$ cat config.mk
export PLATFORM = sky130hd
export DESIGN_NAME = shader_prog_loader
export DESIGN_NICKNAME = d
export VERILOG_FILES = /design/src/rtl/shader_prog_loader.sv
export SDC_FILE = /design/constraint.sdc
export NUM_CORES = 1
export LEC_CHECK = 0
export ABC_AREA = 1
export ABC_CLOCK_PERIOD_IN_PS = 6800
export BUFFER_PORTS_ARGS = -buffer_cell sky130_fd_sc_hd__buf_2
export CELL_PAD_IN_SITES_DETAIL_PLACEMENT = 0
export CELL_PAD_IN_SITES_GLOBAL_PLACEMENT = 1
export CORE_MARGIN = 10
export CORE_UTILIZATION = 53
export DETAILED_ROUTE_END_ITERATION = 8
export MAX_ROUTING_LAYER = met4
export PLACE_DENSITY = 0.87
export SLEW_MARGIN = 20
export SYNTH_ARGS = -nofsm -noshare
export SYNTH_HDL_FRONTEND = slang
export SYNTH_SLANG_ARGS = --single-unit
$ cat constraint.sdc
create_clock -name clk_i -period 6.8 [get_ports clk_i]
set_clock_uncertainty 0.1 [all_clocks]
set_input_delay 0.68 -clock clk_i [delete_from_list [all_inputs] [get_ports clk_i]]
set_output_delay 0.68 -clock clk_i [all_outputs]
set_load 0.02 [all_outputs]
$ cat src/rtl/shader_prog_loader.sv
// rtl/shader_prog_loader.sv - SPI-slave loader for the shader instruction memory with frame-aligned commit
module shader_prog_loader #(
  parameter int NUM_INSTR = 16,
  parameter int INSTR_W   = 8
) (
  input  logic                         clk_i,
  input  logic                         rst_i,
  input  logic                         spi_sclk_i,
  input  logic                         spi_cs_ni,
  input  logic                         spi_mosi_i,
  output logic                         spi_miso_o,
  input  logic                         next_frame_i,
  input  logic [$clog2(NUM_INSTR)-1:0] instr_addr_i,
  output logic [INSTR_W-1:0]           instr_o,
  output logic                         commit_pending_o,
  output logic                         busy_o
);

  localparam int AW = $clog2(NUM_INSTR);

  localparam logic [INSTR_W-1:0] CMD_WRITE  = 8'h00;
  localparam logic [INSTR_W-1:0] CMD_COMMIT = 8'h01;
  localparam logic [INSTR_W-1:0] CMD_READ   = 8'h02;

  typedef enum logic [2:0] {
    ST_IDLE,
    ST_CMD,
    ST_WRITE,
    ST_READ,
    ST_IGNORE
  } state_t;

  state_t state_q, state_d;

  logic [1:0] sclk_sync;
  logic [1:0] cs_sync;
  logic [1:0] mosi_sync;
  logic       sclk_dly;

  logic [INSTR_W-1:0] shadow_q [NUM_INSTR];
  logic [INSTR_W-1:0] active_q [NUM_INSTR];

  logic [INSTR_W-2:0] rx_sh_q;
  logic [INSTR_W-1:0] tx_sh_q;
  logic [2:0]         bit_cnt_q;
  logic [2:0]         tx_cnt_q;
  logic [AW-1:0]      addr_q;
  logic               miso_q;
  logic               pending_q;

  logic               sclk_rise;
  logic               sclk_fall;
  logic               cs_high;
  logic               byte_done;
  logic [INSTR_W-1:0] rx_byte;
  logic               commit_hit;
  logic               do_copy;
  logic [AW-1:0]      addr_next;

  assign sclk_rise  = sclk_sync[1] & ~sclk_dly;
  assign sclk_fall  = ~sclk_sync[1] & sclk_dly;
  assign cs_high    = cs_sync[1];
  assign rx_byte    = {rx_sh_q, mosi_sync[1]};
  assign byte_done  = sclk_rise && (bit_cnt_q == 3'd7);
  assign commit_hit = !cs_high && (state_q == ST_CMD) && byte_done && (rx_byte == CMD_COMMIT);
  assign do_copy    = next_frame_i && pending_q;
  assign addr_next  = addr_q + AW'(1);

  assign instr_o          = active_q[instr_addr_i];
  assign commit_pending_o = pending_q;
  assign busy_o           = (state_q != ST_IDLE);
  assign spi_miso_o       = miso_q;

  // Two-flop synchronizers for the SPI pins plus the delayed sclk copy used for edge detection.
  // CS resets to the inactive level so a floating pin cannot start a transaction out of reset.
  always_ff @(posedge clk_i) begin
    if (rst_i) begin
      sclk_sync <= 2'b00;
      cs_sync   <= 2'b11;
      mosi_sync <= 2'b00;
      sclk_dly  <= 1'b0;
    end else begin
      sclk_sync <= {sclk_sync[0], spi_sclk_i};
      cs_sync   <= {cs_sync[0], spi_cs_ni};
      mosi_sync <= {mosi_sync[0], spi_mosi_i};
      sclk_dly  <= sclk_sync[1];
    end
  end

  // FSM state register.
  always_ff @(posedge clk_i) begin
    if (rst_i) begin
      state_q <= ST_IDLE;
    end else begin
      state_q <= state_d;
    end
  end

  // Next-state logic: CS high forces IDLE from anywhere; the command byte selects the mode.
  always_comb begin
    state_d = state_q;
    if (cs_high) begin
      state_d = ST_IDLE;
    end else begin
      case (state_q)
        ST_IDLE: state_d = ST_CMD;
        ST_CMD: begin
          if (byte_done) begin
            case (rx_byte)
              CMD_WRITE: state_d = ST_WRITE;
              CMD_READ:  state_d = ST_READ;
              default:   state_d = ST_IGNORE;
            endcase
          end
        end
        default: state_d = state_q;
      endcase
    end
  end

  // Shift registers, counters, shadow writes and MISO drive; everything idles cleared while CS is high.
  always_ff @(posedge clk_i) begin
    if (rst_i) begin
      rx_sh_q   <= '0;
      tx_sh_q   <= '0;
      bit_cnt_q <= '0;
      tx_cnt_q  <= '0;
      addr_q    <= '0;
      miso_q    <= 1'b0;
      for (int i = 0; i < NUM_INSTR; i++) shadow_q[i] <= '0;
    end else if (cs_high || state_q == ST_IDLE) begin
      rx_sh_q   <= '0;
      bit_cnt_q <= '0;
      tx_cnt_q  <= '0;
      addr_q    <= '0;
      miso_q    <= 1'b0;
    end else begin
      if (sclk_rise && (state_q == ST_CMD || state_q == ST_WRITE)) begin
        rx_sh_q   <= rx_byte[INSTR_W-2:0];
        bit_cnt_q <= bit_cnt_q + 3'd1;
      end
      if (state_q == ST_CMD && byte_done && rx_byte == CMD_READ) begin
        tx_sh_q  <= active_q[0];
        tx_cnt_q <= '0;
      end
      if (state_q == ST_WRITE && byte_done) begin
        shadow_q[addr_q] <= rx_byte;
        addr_q           <= addr_next;
      end
      if (state_q == ST_READ && sclk_fall) begin
        miso_q <= tx_sh_q[INSTR_W-1];
        if (tx_cnt_q == 3'd7) begin
          tx_sh_q  <= active_q[addr_next];
          addr_q   <= addr_next;
          tx_cnt_q <= '0;
        end else begin
          tx_sh_q  <= {tx_sh_q[INSTR_W-2:0], 1'b0};
          tx_cnt_q <= tx_cnt_q + 3'd1;
        end
      end
    end
  end

  // Commit handshake: a pending request copies the whole shadow bank on the next frame pulse.
  // A COMMIT landing on the same pulse only arms the request, so the copy waits one frame.
  always_ff @(posedge clk_i) begin
    if (rst_i) begin
      pending_q <= 1'b0;
      for (int i = 0; i < NUM_INSTR; i++) active_q[i] <= '0;
    end else if (do_copy) begin
      pending_q <= 1'b0;
      for (int i = 0; i < NUM_INSTR; i++) active_q[i] <= shadow_q[i];
    end else if (commit_hit) begin
      pending_q <= 1'b1;
    end
  end

endmodule

Word level (Yosys, flattened, before mapping)
Memories as Yosys holds them, arrays and structs flattened.
Index checks and enable logic that the tools add are counted.
- add/sub/neg operators: 3
- multipliers: 0
- div/mod/pow operators: 0
- order comparisons: 0
- equal/unequal tests: 8
- shift operators: 0
- multiplexer cells: 40
- bitwise gates (word level): 21
- reduce and logical (&&, ||, !) cells: 24
- operator list (cell ; number):
    two-way mux 8 bit ; 20
    two-way mux 4 bit ; 4
    OR 1 bit ; 16
    two-way mux 3 bit ; 4
    one-hot mux 3 bit (2 select lines) ; 2
    logical AND 1 bit ; 10
    two-way mux 1 bit ; 10
    == test 8 x 1 -> 1 bit, second input constant ; 1
    == test 8 x 2 -> 1 bit, second input constant ; 1
    zero test 8 bit ; 1
    OR reduction 8 bit ; 1
    adder 3 x 1 -> 3 bit, second input constant ; 2
    == test 3 x 2 -> 1 bit, second input constant ; 2
    == test 3 bit, second input constant ; 2
    OR reduction 2 bit ; 3
    adder 4 x 1 -> 4 bit, second input constant ; 1
    AND reduction 2 bit ; 2
    nonzero test 2 bit ; 2
    == test 3 x 1 -> 1 bit, second input constant ; 1
    zero test 3 bit ; 1
    NOT 1 bit ; 3
    nonzero test 3 bit ; 1
    AND 1 bit ; 2
    logical OR 1 bit ; 2
    2 further kinds ; 2
- register bits after elaboration: 37
- latch bits: 0
- memory bits (writable): 256
- memory bits (read-only): 0
- input bits: 10
- output and inout bits: 11
- logic and storage cells: 110
- memories kept: 2
- memories (name ; words ; width ; rd ports ; clocked after memory_dff ; wr ports ; line ; source):
    active_q ; 16 ; 8 ; 3 ; 0 ; 16 ; 41 ; logic [INSTR_W-1:0] active_q [NUM_INSTR];
    shadow_q ; 16 ; 8 ; 16 ; 0 ; 16 ; 40 ; logic [INSTR_W-1:0] shadow_q [NUM_INSTR];

Depth between registers and ports, before layout
- word-level depth: 10
- depth in mapped cells: 12
- gate-level depth less buffers: 10

Worst setup path before layout
No wires, ideal clock.
- path kind: input-to-reg
- from: in rst_i
- to: mem active_q[0][0] (enable)
- library setup time: 493 ps
- arrival: 3579 ps
- path slack: 2628 ps
- stages on the path: 2
- path through: clkinv_1 -> nand2_1
- RTL lines (element ; line ; source):
    start: declaration ; 7 ; input logic rst_i,
    end: declaration ; 41 ;

Worst setup path in the final report
- from: in instr_addr_i[2]
- to: out instr_o[4]
- cells in the longest elaborated chain, start to end: 1
- ends and longest elaborated chain (element ; line ; source):
    start: declaration ; 13 ; input logic [$clog2(NUM_INSTR)-1:0] instr_addr_i,
    memory (16 x 8 bit) ; - ;
    end: declaration ; 14 ; output logic [INSTR_W-1:0] instr_o,
Every way passes these cells.

==> metrics <==
share of layout cells above drive strength 1 0.07658; CTS tree done; cell types with the highest counts after synthesis 297 x sky130_fd_sc_hd__nor2_1, 273 x sky130_fd_sc_hd__inv_1, 256 x sky130_fd_sc_hd__edfxtp_1, 223 x sky130_fd_sc_hd__nand2_1, 137 x sky130_fd_sc_hd__nand3_1; P&R area growth vs syn 8.891%; Arr. time, crit path 2.41 ns; switching pwr between 800 and 900 uW; path depth of the worst reg2reg path 8; area fraction of the dominant cell type after synthesis 0.5518; part of the total power dissipated in the clock network 0.409; total of buffers placed on input and output ports 20; result of the run finished clean; detail-routed net length per standard cell between 15 and 20 um; count of inserted antenna diode cells 0; vias per std cell 5.441; via count ~10000; Final Routed Wirelength 35710 um; count of flip-flops with a built-in enable after synthesis 256; pin count of the biggest net entering global routing 129; final global-route overflow total 0; cell type group with the largest total delay on the critical path buffers and inverters; Post-Synthesis Net Count 1563; Slew headroom 0.3230; global-route wire length before repair 55520 um; Critical R2R Capture tx_sh_q[6]; Final Wtd Congestion between 0.9 and 1; library cell contributing the largest single delay on the critical path sky130_fd_sc_hd__clkinv_1; total iterations of the first detailed-routing run 7; Core ar. 25980 um^2; critical path class primary input to primary output; crit path capture type primary output; combinational power share 0.052; cell depth of the worst hold path 2; placed wire-length estimate after detailed placement 23380 um; total CTS buffers 31; maximum count of clock buffers along a single path 3; hold worst-path end cs_sync[0]; Min Clock Period, post-route 3.193 ns; multiplexer fraction of the synthesized cell area 0; initial antenna violation count 0; Tot GR Track Use 0.2183; Fin Setup TNS 0 ns; PnR Total Power 3821 uW; async set or reset register ratio after synthesis 0; buffers plus inverters on the worst setup path 3; Initial DRC Count between 1000 and 1500; setup slack, reg-to-reg 3.69 ns; final design utilization 0.5838; Cells after Synth approximately 1500; delay contributed by the slowest stage of the critical path 0.59 ns; via count of the first global-routing pass 9635; leading cell type by number of instances after synthesis sky130_fd_sc_hd__nor2_1; Flop pwr share 0.538; # H-tree levels 1; initial standard-cell utilization of the core 0.5361; unique cell type count in the Yosys netlist 32; Reg-to-Reg Start addr_q[0]; yosys warns 0; y dimension of the die between 150 and 200 um; Post-route DRC 0; number of filler instances in the final layout 2288; worst vdd rail ir drop 0.0002000 V; Synth Area in Compound Gates 0.06988; Die Outline Area 33170 um^2; top post-synthesis cells by area sky130_fd_sc_hd__edfxtp_1 55%, sky130_fd_sc_hd__nor2_1 8.0%, sky130_fd_sc_hd__inv_1 7.4%, sky130_fd_sc_hd__nand2_1 6.0%, sky130_fd_sc_hd__dfxtp_1 5.3%; cell internal power dissipation 2973 uW; worst slack on hold paths 0.2153 ns; required time reported for the critical path endpoint 6.02 ns; ys flop type sky130_fd_sc_hd__edfxtp_1; dominant combinational cell family by area after synthesis simple AND/OR/NAND/NOR gates; max-cap violation count 0; standby leakage power 0.006320 uW; Horiz. Die Dim 182.1 um; min-delay src spi_cs_ni; cells traversed along the worst timing path buf_2 -> clkinv_1 -> nand3_1 -> nand3_1 -> nand2_1 -> buf_2; antenna-violating nets left 0; Final Hold Viols 0; row cnt 59; post-synthesis instance area 13930 um^2; root buffer cell sky130_fd_sc_hd__clkbuf_16; sink count of the clock tree 293; post-synthesis xor/xnor area fraction 0.003593; Post-CTS Repair Setup Buffers 0; NumNets Final ~1500; PwrDens 251.9 nW/um^2; category of the worst setup path launch point primary input; cell type with the highest aggregate area in the netlist sky130_fd_sc_hd__edfxtp_1; sequential area share after synthesis 0.6050; adder-cell area share of the yosys netlist 0.007185; cts repair resizes 0; fraction of power spent switching nets 0.2220; final slew viol count 0; share of the cycle needed by the critical path after routing 0.4696; final setup violating endpoints 0; setup repair after global routing missed its margin no; Simple-Gate Fraction of Synth Area 0.2131; top fanout value on the critical path 19; flip-flop and latch count after synthesis 293; Post-Syn Area per Cell 9.017 um^2; max frequency 0.3132 GHz; path type of the worst min-delay path primary input to flip-flop; Worst Max-Slew Pin Slew 1.015 ns; latest clock arrival within the worst-skew pair 0.56 ns; CTS Hold Bufs 0; clock-pin transition on the worst setup and hold timing paths 0.06 ns; I/O Pins 21
==> layer usage <==
metal / track usage / part of all wire / up-vias
met5: - / 0 / -
met4: 0.06378 / 0.029 / 0
met3: 0.03244 / 0.078 / 75
met2: 0.3314 / 0.46 / 417
met1: 0.2997 / 0.44 / 4854
li1: - / - / 4932
==> flip-flops by register name, summed over array words and instances (netlist names) <==
name / cells
active_q: 128
shadow_q: 128
tx_sh_q: 8
rx_sh_q: 7
addr_q: 4
bit_cnt_q: 3
state_q: 3
tx_cnt_q: 3
cs_sync: 2
mosi_sync: 2
sclk_sync: 2
commit_pending_o: 1
sclk_dly: 1
spi_miso_o: 1
==> power by group through the flow <==
stage	Combinational, uW	Sequential (uW)	Clock (uW)
final	200	2060	1560
after global routing	223	2060	1650
after CTS	199	2060	1580
after detailed placement	198	2090	0
after global placement	196	2090	0
after floorplan	136	2090	0
==> placed cells by master, fill, tap and decap left out, drive strengths merged, types with 7 or more instances in the layout <==
master	count
a21oi	62
buf	29
clkbuf	44
clkinv	23
dfxtp	37
edfxtp	256
ha	8
inv	277
nand2	247
nand3	138
nand4	7
nor2	305
o211ai	32
o21ai	80
==> logic make-up after synthesis <==
family	Yosys count
AOI/OAI and AO/OA	176
xor gates and xnor gates	4
adders and majority gates	8
buffers and inverters	364
DFF	293
and+or+nand+nor	700
==> cell type report <==
class / count / area, um^2 / share of cell area
Clock buffer: 44 / 884.6 / 0.05831
Clock inverter: 12 / 51.30 / 0.003382
Inverter: 288 / 1081 / 0.07126
Multi-Input combinational cell: 888 / 4105 / 0.2706
Sequential cell: 293 / 8429 / 0.5557
Tap cell: 335 / 419.2 / 0.02763
Timing Repair Buffer: 29 / 198.9 / 0.01311
==> stage by stage <==
stage	cells	setup slack, ns	instance area, um^2
after global placement	1833	3.527	14230
after global routing	1889	3.538	15170
final	1889	3.607	15170
after detailed placement	1833	3.539	14230
after CTS	1889	3.536	15170
after floorplan	1545	2.628	13930
==> worst max path at each step <==
stage                          from        endpoint  slack (ns)  cells after the start
global placement    instr_addr_i[0]      instr_o[3]        3.53                      7
CTS                 instr_addr_i[0]      instr_o[6]        3.54                      7
detailed placement            rst_i  active_q[0][7]        3.54                      6
finish              instr_addr_i[2]      instr_o[4]        3.61                      6
floorplan                     rst_i  active_q[0][0]        2.63                      2
global route        instr_addr_i[2]      instr_o[6]        3.54                      6
==> worst reg2reg max path, cell delays in order, from the launching register on <==
cell	delay, ns
sky130_fd_sc_hd__dfxtp_2	0.33
sky130_fd_sc_hd__buf_4	0.66
sky130_fd_sc_hd__ha_1	0.49
sky130_fd_sc_hd__xor2_2	0.82
sky130_fd_sc_hd__nand3_1	0.26
sky130_fd_sc_hd__nand3_1	0.16
sky130_fd_sc_hd__nand2_1	0.07
sky130_fd_sc_hd__nand2_1	0.07
sky130_fd_sc_hd__a21oi_2	0.05
No activity file was read; power rests on OpenSTA's default activity.
